### config.mk
export PLATFORM = sky130hd
export DESIGN_NAME = fetch_stage_flat
export DESIGN_NICKNAME = d
export VERILOG_FILES = /design/src/rtl/fetch_if.sv /design/src/rtl/fetch_stage.sv /design/src/flat_wrapper.sv
export SDC_FILE = /design/constraint.sdc
export NUM_CORES = 1
export LEC_CHECK = 0
export BUFFER_PORTS_ARGS = -buffer_cell sky130_fd_sc_hd__clkbuf_2
export CORE_MARGIN = 4
export CORE_UTILIZATION = 45
export CTS_BUF_LIST = sky130_fd_sc_hd__clkbuf_8
export CTS_CLUSTER_DIAMETER = 100
export DETAILED_ROUTE_END_ITERATION = 8
export MAX_ROUTING_LAYER = met4
export PLACE_DENSITY = 0.83
export SYNTH_ARGS = -nofsm -noshare
export SYNTH_HDL_FRONTEND = slang
export SYNTH_SLANG_ARGS = --single-unit
export TNS_END_PERCENT = 10
### constraint.sdc
create_clock -name clk -period 2.95 [get_ports clk]
set_input_delay 0.295 -clock clk [delete_from_list [all_inputs] [get_ports clk]]
set_output_delay 0.295 -clock clk [all_outputs]
set_load 0.01 [all_outputs]
### src/rtl/fetch_if.sv
// Fetch-stage connection bundle: downstream control, instruction memory port and IF/ID outputs.
// The master modport is the fetch stage; the slave modport is its surroundings.
interface fetch_if #(
  parameter int ADDR_W = 8
);
  logic              stall;
  logic              redirect_valid;
  logic [31:0]       redirect_target;
  logic [ADDR_W-1:0] imem_addr;
  logic [31:0]       imem_data;
  logic [31:0]       ifid_pc;
  logic [31:0]       ifid_pc_plus4;
  logic [31:0]       ifid_inst;
  logic              ifid_valid;
  logic              halted;
  logic [31:0]       pc_out;

  modport master (
    input  stall, redirect_valid, redirect_target, imem_data,
    output imem_addr, ifid_pc, ifid_pc_plus4, ifid_inst, ifid_valid, halted, pc_out
  );

  modport slave (
    output stall, redirect_valid, redirect_target, imem_data,
    input  imem_addr, ifid_pc, ifid_pc_plus4, ifid_inst, ifid_valid, halted, pc_out
  );
endinterface

### src/rtl/fetch_stage.sv
// RV32I instruction-fetch stage: owns the PC, fills the IF/ID register, and halts after EBREAK
// once a short drain window has shown that no older branch/jump redirected it away.
module fetch_stage #(
  parameter logic [31:0] RESET_PC     = 32'h00000000,
  parameter int          ADDR_W       = 8,
  parameter int          DRAIN_CYCLES = 2,
  parameter logic [31:0] NOP_INST     = 32'h00000013
) (
  input  logic     clk,
  input  logic     rst,
  fetch_if.master  bus
);
  localparam logic [31:0] EBREAK = 32'h00100073;
  localparam int          CNT_W  = $clog2(DRAIN_CYCLES + 1);

  typedef enum logic [1:0] {RUN, DRAIN, HALT} state_t;

  state_t             r_state;
  logic [CNT_W-1:0]   r_drain_cnt;
  logic [31:0]        r_pc;
  logic [31:0]        r_ifid_pc;
  logic [31:0]        r_ifid_pc4;
  logic [31:0]        r_ifid_inst;
  logic               r_ifid_valid;
  logic               r_halted;
  logic [31:0]        w_pc_plus4;
  logic [31:0]        w_target;

  assign w_pc_plus4 = r_pc + 32'd4;
  assign w_target   = bus.redirect_target & ~32'h3;

  always_ff @(posedge clk) begin
    if (rst) begin
      r_state      <= RUN;
      r_drain_cnt  <= '0;
      r_pc         <= RESET_PC;
      r_ifid_pc    <= 32'd0;
      r_ifid_pc4   <= 32'd4;
      r_ifid_inst  <= NOP_INST;
      r_ifid_valid <= 1'b0;
      r_halted     <= 1'b0;
    end else begin
      case (r_state)
        RUN: begin
          if (bus.redirect_valid) begin
            r_pc         <= w_target;
            r_ifid_pc    <= 32'd0;
            r_ifid_pc4   <= 32'd4;
            r_ifid_inst  <= NOP_INST;
            r_ifid_valid <= 1'b0;
          end else if (!bus.stall) begin
            r_pc         <= w_pc_plus4;
            r_ifid_pc    <= r_pc;
            r_ifid_pc4   <= w_pc_plus4;
            r_ifid_inst  <= bus.imem_data;
            r_ifid_valid <= 1'b1;
            if (bus.imem_data == EBREAK) begin
              r_state     <= DRAIN;
              r_drain_cnt <= CNT_W'(DRAIN_CYCLES);
            end
          end
        end
        DRAIN: begin
          // A redirect here means the EBREAK was fetched down a mispredicted path.
          if (bus.redirect_valid) begin
            r_pc         <= w_target;
            r_ifid_pc    <= 32'd0;
            r_ifid_pc4   <= 32'd4;
            r_ifid_inst  <= NOP_INST;
            r_ifid_valid <= 1'b0;
            r_state      <= RUN;
          end else if (!bus.stall) begin
            r_ifid_pc    <= 32'd0;
            r_ifid_pc4   <= 32'd4;
            r_ifid_inst  <= NOP_INST;
            r_ifid_valid <= 1'b0;
            r_drain_cnt  <= r_drain_cnt - CNT_W'(1);
            if (r_drain_cnt == CNT_W'(1)) begin
              r_state  <= HALT;
              r_halted <= 1'b1;
            end
          end
        end
        default: begin
          r_ifid_pc    <= 32'd0;
          r_ifid_pc4   <= 32'd4;
          r_ifid_inst  <= NOP_INST;
          r_ifid_valid <= 1'b0;
          r_halted     <= 1'b1;
        end
      endcase
    end
  end

  assign bus.imem_addr     = r_pc[ADDR_W+1:2];
  assign bus.ifid_pc       = r_ifid_pc;
  assign bus.ifid_pc_plus4 = r_ifid_pc4;
  assign bus.ifid_inst     = r_ifid_inst;
  assign bus.ifid_valid    = r_ifid_valid;
  assign bus.halted        = r_halted;
  assign bus.pc_out        = r_pc;
endmodule

### src/flat_wrapper.sv
// flat-port wrapper written by rule: the top's interface ports become plain ports
module fetch_stage_flat 
#(
  parameter logic [31:0] RESET_PC     = 32'h00000000,
  parameter int          ADDR_W       = 8,
  parameter int          DRAIN_CYCLES = 2,
  parameter logic [31:0] NOP_INST     = 32'h00000013
)
  (clk, rst, bus_stall, bus_redirect_valid, bus_redirect_target, bus_imem_data, bus_imem_addr, bus_ifid_pc, bus_ifid_pc_plus4, bus_ifid_inst, bus_ifid_valid, bus_halted, bus_pc_out);
  fetch_if #(.ADDR_W(ADDR_W)) bus_i ();
  input  logic clk;
  input  logic rst;
  input wire logic [$bits(bus_i.stall)-1:0] bus_stall;
  input wire logic [$bits(bus_i.redirect_valid)-1:0] bus_redirect_valid;
  input wire logic [$bits(bus_i.redirect_target)-1:0] bus_redirect_target;
  input wire logic [$bits(bus_i.imem_data)-1:0] bus_imem_data;
  output wire logic [$bits(bus_i.imem_addr)-1:0] bus_imem_addr;
  output wire logic [$bits(bus_i.ifid_pc)-1:0] bus_ifid_pc;
  output wire logic [$bits(bus_i.ifid_pc_plus4)-1:0] bus_ifid_pc_plus4;
  output wire logic [$bits(bus_i.ifid_inst)-1:0] bus_ifid_inst;
  output wire logic [$bits(bus_i.ifid_valid)-1:0] bus_ifid_valid;
  output wire logic [$bits(bus_i.halted)-1:0] bus_halted;
  output wire logic [$bits(bus_i.pc_out)-1:0] bus_pc_out;
  assign bus_i.stall = bus_stall;
  assign bus_i.redirect_valid = bus_redirect_valid;
  assign bus_i.redirect_target = bus_redirect_target;
  assign bus_i.imem_data = bus_imem_data;
  assign bus_imem_addr = bus_i.imem_addr;
  assign bus_ifid_pc = bus_i.ifid_pc;
  assign bus_ifid_pc_plus4 = bus_i.ifid_pc_plus4;
  assign bus_ifid_inst = bus_i.ifid_inst;
  assign bus_ifid_valid = bus_i.ifid_valid;
  assign bus_halted = bus_i.halted;
  assign bus_pc_out = bus_i.pc_out;
  fetch_stage #(.RESET_PC(RESET_PC), .ADDR_W(ADDR_W), .DRAIN_CYCLES(DRAIN_CYCLES), .NOP_INST(NOP_INST)) u_core (.clk(clk), .rst(rst), .bus(bus_i));
endmodule
Word level (Yosys, flattened, before mapping)
Cells that the tools add are included.
{"block": "totals", "n_memories": 0, "output_inout_bits": 138, "input_bits": 68, "mem_bits_ro": 0, "word_cells": 71, "register_bits": 134, "ram_bits": 0, "latchBits": 0}
{"block": "classes", "n_addsub": 2, "muxes": 40, "n_reduce_logical": 7, "n_div": 0, "n_mul": 0, "n_eq_ne": 13, "shift": 0, "n_bitwise": 1, "n_lt_le_gt_ge": 0}
{"op": "2-to-1 mux 32 bit", "n": 14}
{"op": "case mux 32 bit (2 select lines)", "n": 4}
{"op": "adder 32 x 3 -> 32 bit, second input constant", "n": 1}
{"op": "== test 32 x 21 -> 1 bit, second input constant", "n": 1}
{"op": "2-to-1 mux 2 bit", "n": 11}
{"op": "AND reduction 6 bit", "n": 2}
{"op": "!= test 2 bit, second input constant", "n": 5}
{"op": "case mux 2 bit (2 select lines)", "n": 2}
{"op": "2-to-1 mux 1 bit", "n": 7}
{"op": "!= test 3 bit, second input constant", "n": 2}
{"op": "== test 2 x 1 -> 1 bit, second input constant", "n": 2}
{"op": "!= test 2 x 1 -> 1 bit, second input constant", "n": 2}
{"op": "case mux 1 bit (2 select lines)", "n": 2}
{"op": "AND reduction 4 bit", "n": 1}
{"op": "!= test 3 x 2 -> 1 bit, second input constant", "n": 1}
{"op": "AND reduction 3 bit", "n": 1}
{"op": "zero test 2 bit", "n": 1}
{"op": "AND reduction 2 bit", "n": 1}
{"op": "nonzero test 2 bit", "n": 1}
{"op": "subtractor 2 x 1 -> 2 bit, second input constant", "n": 1}
{"op": "inverter 1 bit", "n": 1}

Longest topological paths before layout
{"block": "logic_depth", "word_depth": 5, "depth_mapped": 8, "depth_no_buf": 6}

Worst setup path before layout
No wires, ideal clock.
{"block": "synth_timing", "path_type": "register to register", "from": "register u_core.r_pc[2] (netlist: u_core.bus.pc_out[2])", "to": "register u_core.r_pc[26] (netlist: u_core.bus.pc_out[26])", "n_path_buf": 0, "arrival_time_ns": 1.915, "setup_ns": 0.120, "synth_period_minus_slack_ns": 2.035, "setup_slack_ns": 0.915, "t_required_ns": 2.830, "path_stages_with_launch": 7, "path_cell_list": "dfxtp_1 > ha_1 > nand3_2 > nor4_4 > nand4_1 > and3_1 > o31a_1"}
{"block": "synth_between", "elab_chain_cells": 4}
{"item": "from (decl)", "line": "fetch_stage.sv:20", "source": "logic [31:0] r_pc;"}
{"item": "from (signal assigned)", "line": "fetch_stage.sv:46", "source": "r_pc <= w_target;"}
{"item": "from (signal assigned)", "line": "fetch_stage.sv:52", "source": "r_pc <= w_pc_plus4;"}
{"item": "from (signal assigned)", "line": "fetch_stage.sv:66", "source": "r_pc <= w_target;"}
{"item": "adder 32 x 3 -> 32 bit", "line": "fetch_stage.sv:29", "source": "assign w_pc_plus4 = r_pc + 32'd4;"}
{"item": "2-to-1 mux 32 bit", "line": "fetch_stage.sv:51", "source": "end else if (!bus.stall) begin"}
{"item": "2-to-1 mux 32 bit", "line": "fetch_stage.sv:45", "source": "if (bus.redirect_valid) begin"}
{"item": "case mux 32 bit (2 select lines)", "line": "fetch_stage.sv:43", "source": "case (r_state)"}
Every way passes these cells. The select of a mux whose other input is x is not followed.
A chain may end at the register's enable or synchronous reset.

Worst setup path in the final report
Ends and elaborated chain as after synthesis.

==> results by group <==
Worst setup path
  • Library cell contributing the largest single delay on the critical path: nor4_4
  • Peak fanout along the critical path: 8
  • Crit path kind: flip-flop to flip-flop
  • Critical path launch point type: flip-flop
  • Peak per-stage delay on the critical path: 0.55 ns
  • Crit path required time: 3.28 ns
  • Kind of end point of the critical path: flip-flop
  • Crit-path leading delay family: simple AND/OR/NAND/NOR gates
  • Critical Path AT: 2.74 ns
  • Combined buffer and inverter count along the critical path: 0
  • Ordered cell list for the critical path: ha_1 > nand3_2 > nor4_4 > nand4_1 > and3_1 > o31a_1

Synth
  • Multiplexer share of the synthesized area: 0.720%
  • Largest family of logic cells by synthesized area: simple AND/OR/NAND/NOR gates
  • Simple-gate portion of the synthesized area: 24.0%
  • FFs w/ async S/R, synth: 0%
  • Biggest area contributors in the synthesized netlist: dfxtp_1, a22oi_1, nor2_1, nand2_1, o21ai_0
  • Adder-cell share of the synthesized area: 0.424%
  • Total of flip-flops plus latches after synthesis: 129
  • Most common cell in the netlist: dfxtp_1
  • Top cells by instance count after synthesis: dfxtp_1, nor2_1, a22oi_1
  • Share of the synthesized area in the top cell type: 43.7%
  • Synthesis warning total: 0
  • Synth Area in XOR/XNOR: 3.86%
  • Complex-gate fraction of the synthesized area: 20.4%
  • Most frequently used flop master after synthesis: dfxtp_1
  • Mean Syn Cell Area: 8.33 µm²
  • Library cells used by synthesis: 62
  • Sequential element share of the synthesized area: 43.7%
  • Library cell with the largest summed area after synthesis: dfxtp_1
  • Number of enable-type register cells in the synthesized netlist: 0
  • Post-synth design cell area: 5910 µm²
  • Instance count of the mapped netlist: 709

Finish
  • Ant diodes: 0
  • Share of cells above drive strength 1: 30.5%
  • Fillers: 1,210
  • Synth-to-Final Area Change: 24.8%
  • Area of the multi-input gates: 2940 µm²
  • Final-stage net count: 931
  • Non-Filler Cell Area, Final: 7370 µm²
  • Non-Filler Instances: 1,046
  • FF+latch area: 2580 µm²

Drt
  • Remaining antenna violation count: 0
  • Post-detailed-routing wire length: 18,100 µm
  • Number of vias in the routed layout: 5,986
  • Residual DRC count: 0
  • 1st-pass router iterations: 5
  • Vias/cell: 5.72
  • Routed length per placed instance: 17.3 µm
  • First-iteration detailed-routing DRC count: 572

Global route
  • Global Route Usage Sum: 24.2%
  • Largest net degree at the start of global routing: 67
  • Via count of the first global-routing pass: 5,335
  • Initial antenna violation count: 0
  • First-pass GRT wire length: 27,700 µm
  • Congestion Overflow GR: 0

Clock tree
  • Cells resized by post-CTS repair: 0
  • Clock Path Buffers: 2
  • TritonCTS buffer count: 17
  • Clock sink count: 129
  • # Post-CTS Setup Buffers: 0
  • Root Driver: clkbuf_8
  • Number of levels the H-tree was split into: 4
  • Worst-skew pair later-pin latency: 0.44 ns
  • Post-cts hold buffer count: 0
  • TritonCTS clock tree: yes
  • Clock edge transition at the registers on the reported setup and hold paths: 0.08 ns

Worst hold path
  • Type of the most critical hold path: primary input to flip-flop

Job
  • Number of maximum-capacitance violations: 0

Timing
  • Slew HR: 45.3%
  • Layout Skew: 0.0133 ns
  • Hold Slack: 0.106 ns
  • Worst-margin pin slew: 0.820 ns
  • Final Max Slew Viols: 0
  • Final setup violation count: 0
  • Period Utilization, post-route: 81.7%
  • Unrepaired setup endpoints after global routing: no
  • Timing-limited maximum frequency: 415 MHz
  • Period minus WS final: 2.41 ns
  • Number of hold violations in the final report: 0
  • TNS Setup: 0 ns

Place
  • Total half-perimeter wirelength after legalization and detailed placement: 12,700 µm
  • Post-place instance area: 6870 µm²
  • # port buffers: 201
  • Number of placed instances with taps included: 1,014
  • Final Wtd Congestion: 0.869

Floorplan
  • Horizontal die dimension: 123 µm
  • Effective utilization at floorplan: 46.4%
  • Number of placed I/O pins: 206
  • Full die area: 15,000 µm²
  • Core region area: 12,700 µm²
  • Floorplan row count: 41
  • Vert. Die Dim: 123 µm

Outcome
  • Outcome: completed

Power and ir drop
  • Leakage power total: 0.00316 µW
  • Power density over the cells: 567 nW/µm²
  • Overall power after layout: 4180 µW
  • Maximum resistive drop on vdd: 401 µV
## report_power, final
part           internal [µW]  total [µW]  switching (µW)  leakage (µW)
Combinational            167         413             246       0.00186
Clock                   1170        1880             703      0.000247
Sequential              1800        1890            92.9       0.00105
## flip-flops by register name, indices dropped and copies added (netlist names)
signal and cells:
u_core.bus.ifid_pc 30, u_core.bus.ifid_valid 1, u_core.bus.ifid_pc_plus4 31, u_core.r_drain_cnt 2, u_core.bus.pc_out 30, u_core.bus.halted 1
u_core.r_state 2, u_core.bus.ifid_inst 32
## worst paths after layout
path                                                  start                                   endpoint  slack (ns)  cells after the start
setup / recovery          u_core.bus.pc_out[2]$_SDFFE_PP0P_         u_core.bus.pc_out[26]$_SDFFE_PP0P_        0.54                      6
hold / removal                       bus_redirect_target[3]          u_core.bus.pc_out[3]$_SDFFE_PP0P_        0.11                      3
hold reg to reg   u_core.bus.ifid_pc_plus4[11]$_SDFFE_PP0P_  u_core.bus.ifid_pc_plus4[11]$_SDFFE_PP0P_        0.45                      2
setup reg to reg          u_core.bus.pc_out[2]$_SDFFE_PP0P_         u_core.bus.pc_out[26]$_SDFFE_PP0P_        0.54                      6
## per-stage QoR
stage                     utilization, %  worst slack [ns]
after detailed placement            54.0             0.560
after global routing                57.9             0.376
final                               57.9             0.539
after floorplan                        -             0.915
after global placement              54.0             0.629
after CTS                           57.9             0.552
## layout by cell type (no fill, tap or decap), types with 3 or more instances in the layout
master | synthesis | routed
a21o_1 | 6 | 6
a21oi_1 | 27 | 27
a22o_1 | 5 | 5
a22oi_1 | 72 | 72
a31oi_1 | 10 | 10
and2_1 | 4 | 3
and3_1 | 13 | 13
and4_1 | 4 | 4
buf_4 | 15 | 12
bufinv_16 | 0 | 7
clkbuf_2 | 2 | 200
clkbuf_8 | 0 | 17
clkinv_4 | 0 | 3
dfxtp_1 | 129 | 129
inv_1 | 7 | 8
nand2_1 | 67 | 67
nand3_1 | 23 | 23
nand4_1 | 13 | 13
nor2_1 | 92 | 92
nor3_1 | 24 | 24
nor4_1 | 5 | 5
nor4b_1 | 4 | 4
o21ai_0 | 38 | 38
o22ai_1 | 6 | 6
or2_2 | 3 | 3
or3_1 | 6 | 6
xnor2_1 | 13 | 13
xor2_1 | 13 | 13
## kinds of logic (layout without fill, tap and decap cells)
family | Yosys count | count (layout)
compound gates | 180 | 180
other cells | 1 | 2
fa+ha+maj | 2 | 2
simple gates | 279 | 279
mux | 4 | 4
buf+inv | 88 | 252
flops | 129 | 129
xor+xnor | 26 | 26
## routing by layer
layer | vias to the layer above | share of wire (%) | track usage [%]
li1 | 2834 | - | -
met1 | 2872 | 42 | 31.0
met4 | 0 | 1.9 | 9.59
met3 | 26 | 7.4 | 4.65
met5 | - | 0 | -
met2 | 254 | 48 | 37.9
## cell type report
type                            instances  share of cell area (%)
Timing Repair Buffer                  213                    15.1
Sequential cell                       129                    35.0
Clock inverter                         15                    3.60
Tap cell                              172                    2.92
Multi-Input combinational cell        493                    39.9
Clock buffer                           17                    3.17
Inverter                                7                   0.356
## worst reg2reg max path: cells and delay by family (launching register included)
family / cells / cell delay, ns
flops: 1 / 0.49
compound gates: 1 / 0.27
fa+ha+maj: 1 / 0.30
simple gates: 4 / 1.25
Power figures use the tool's default switching activity.
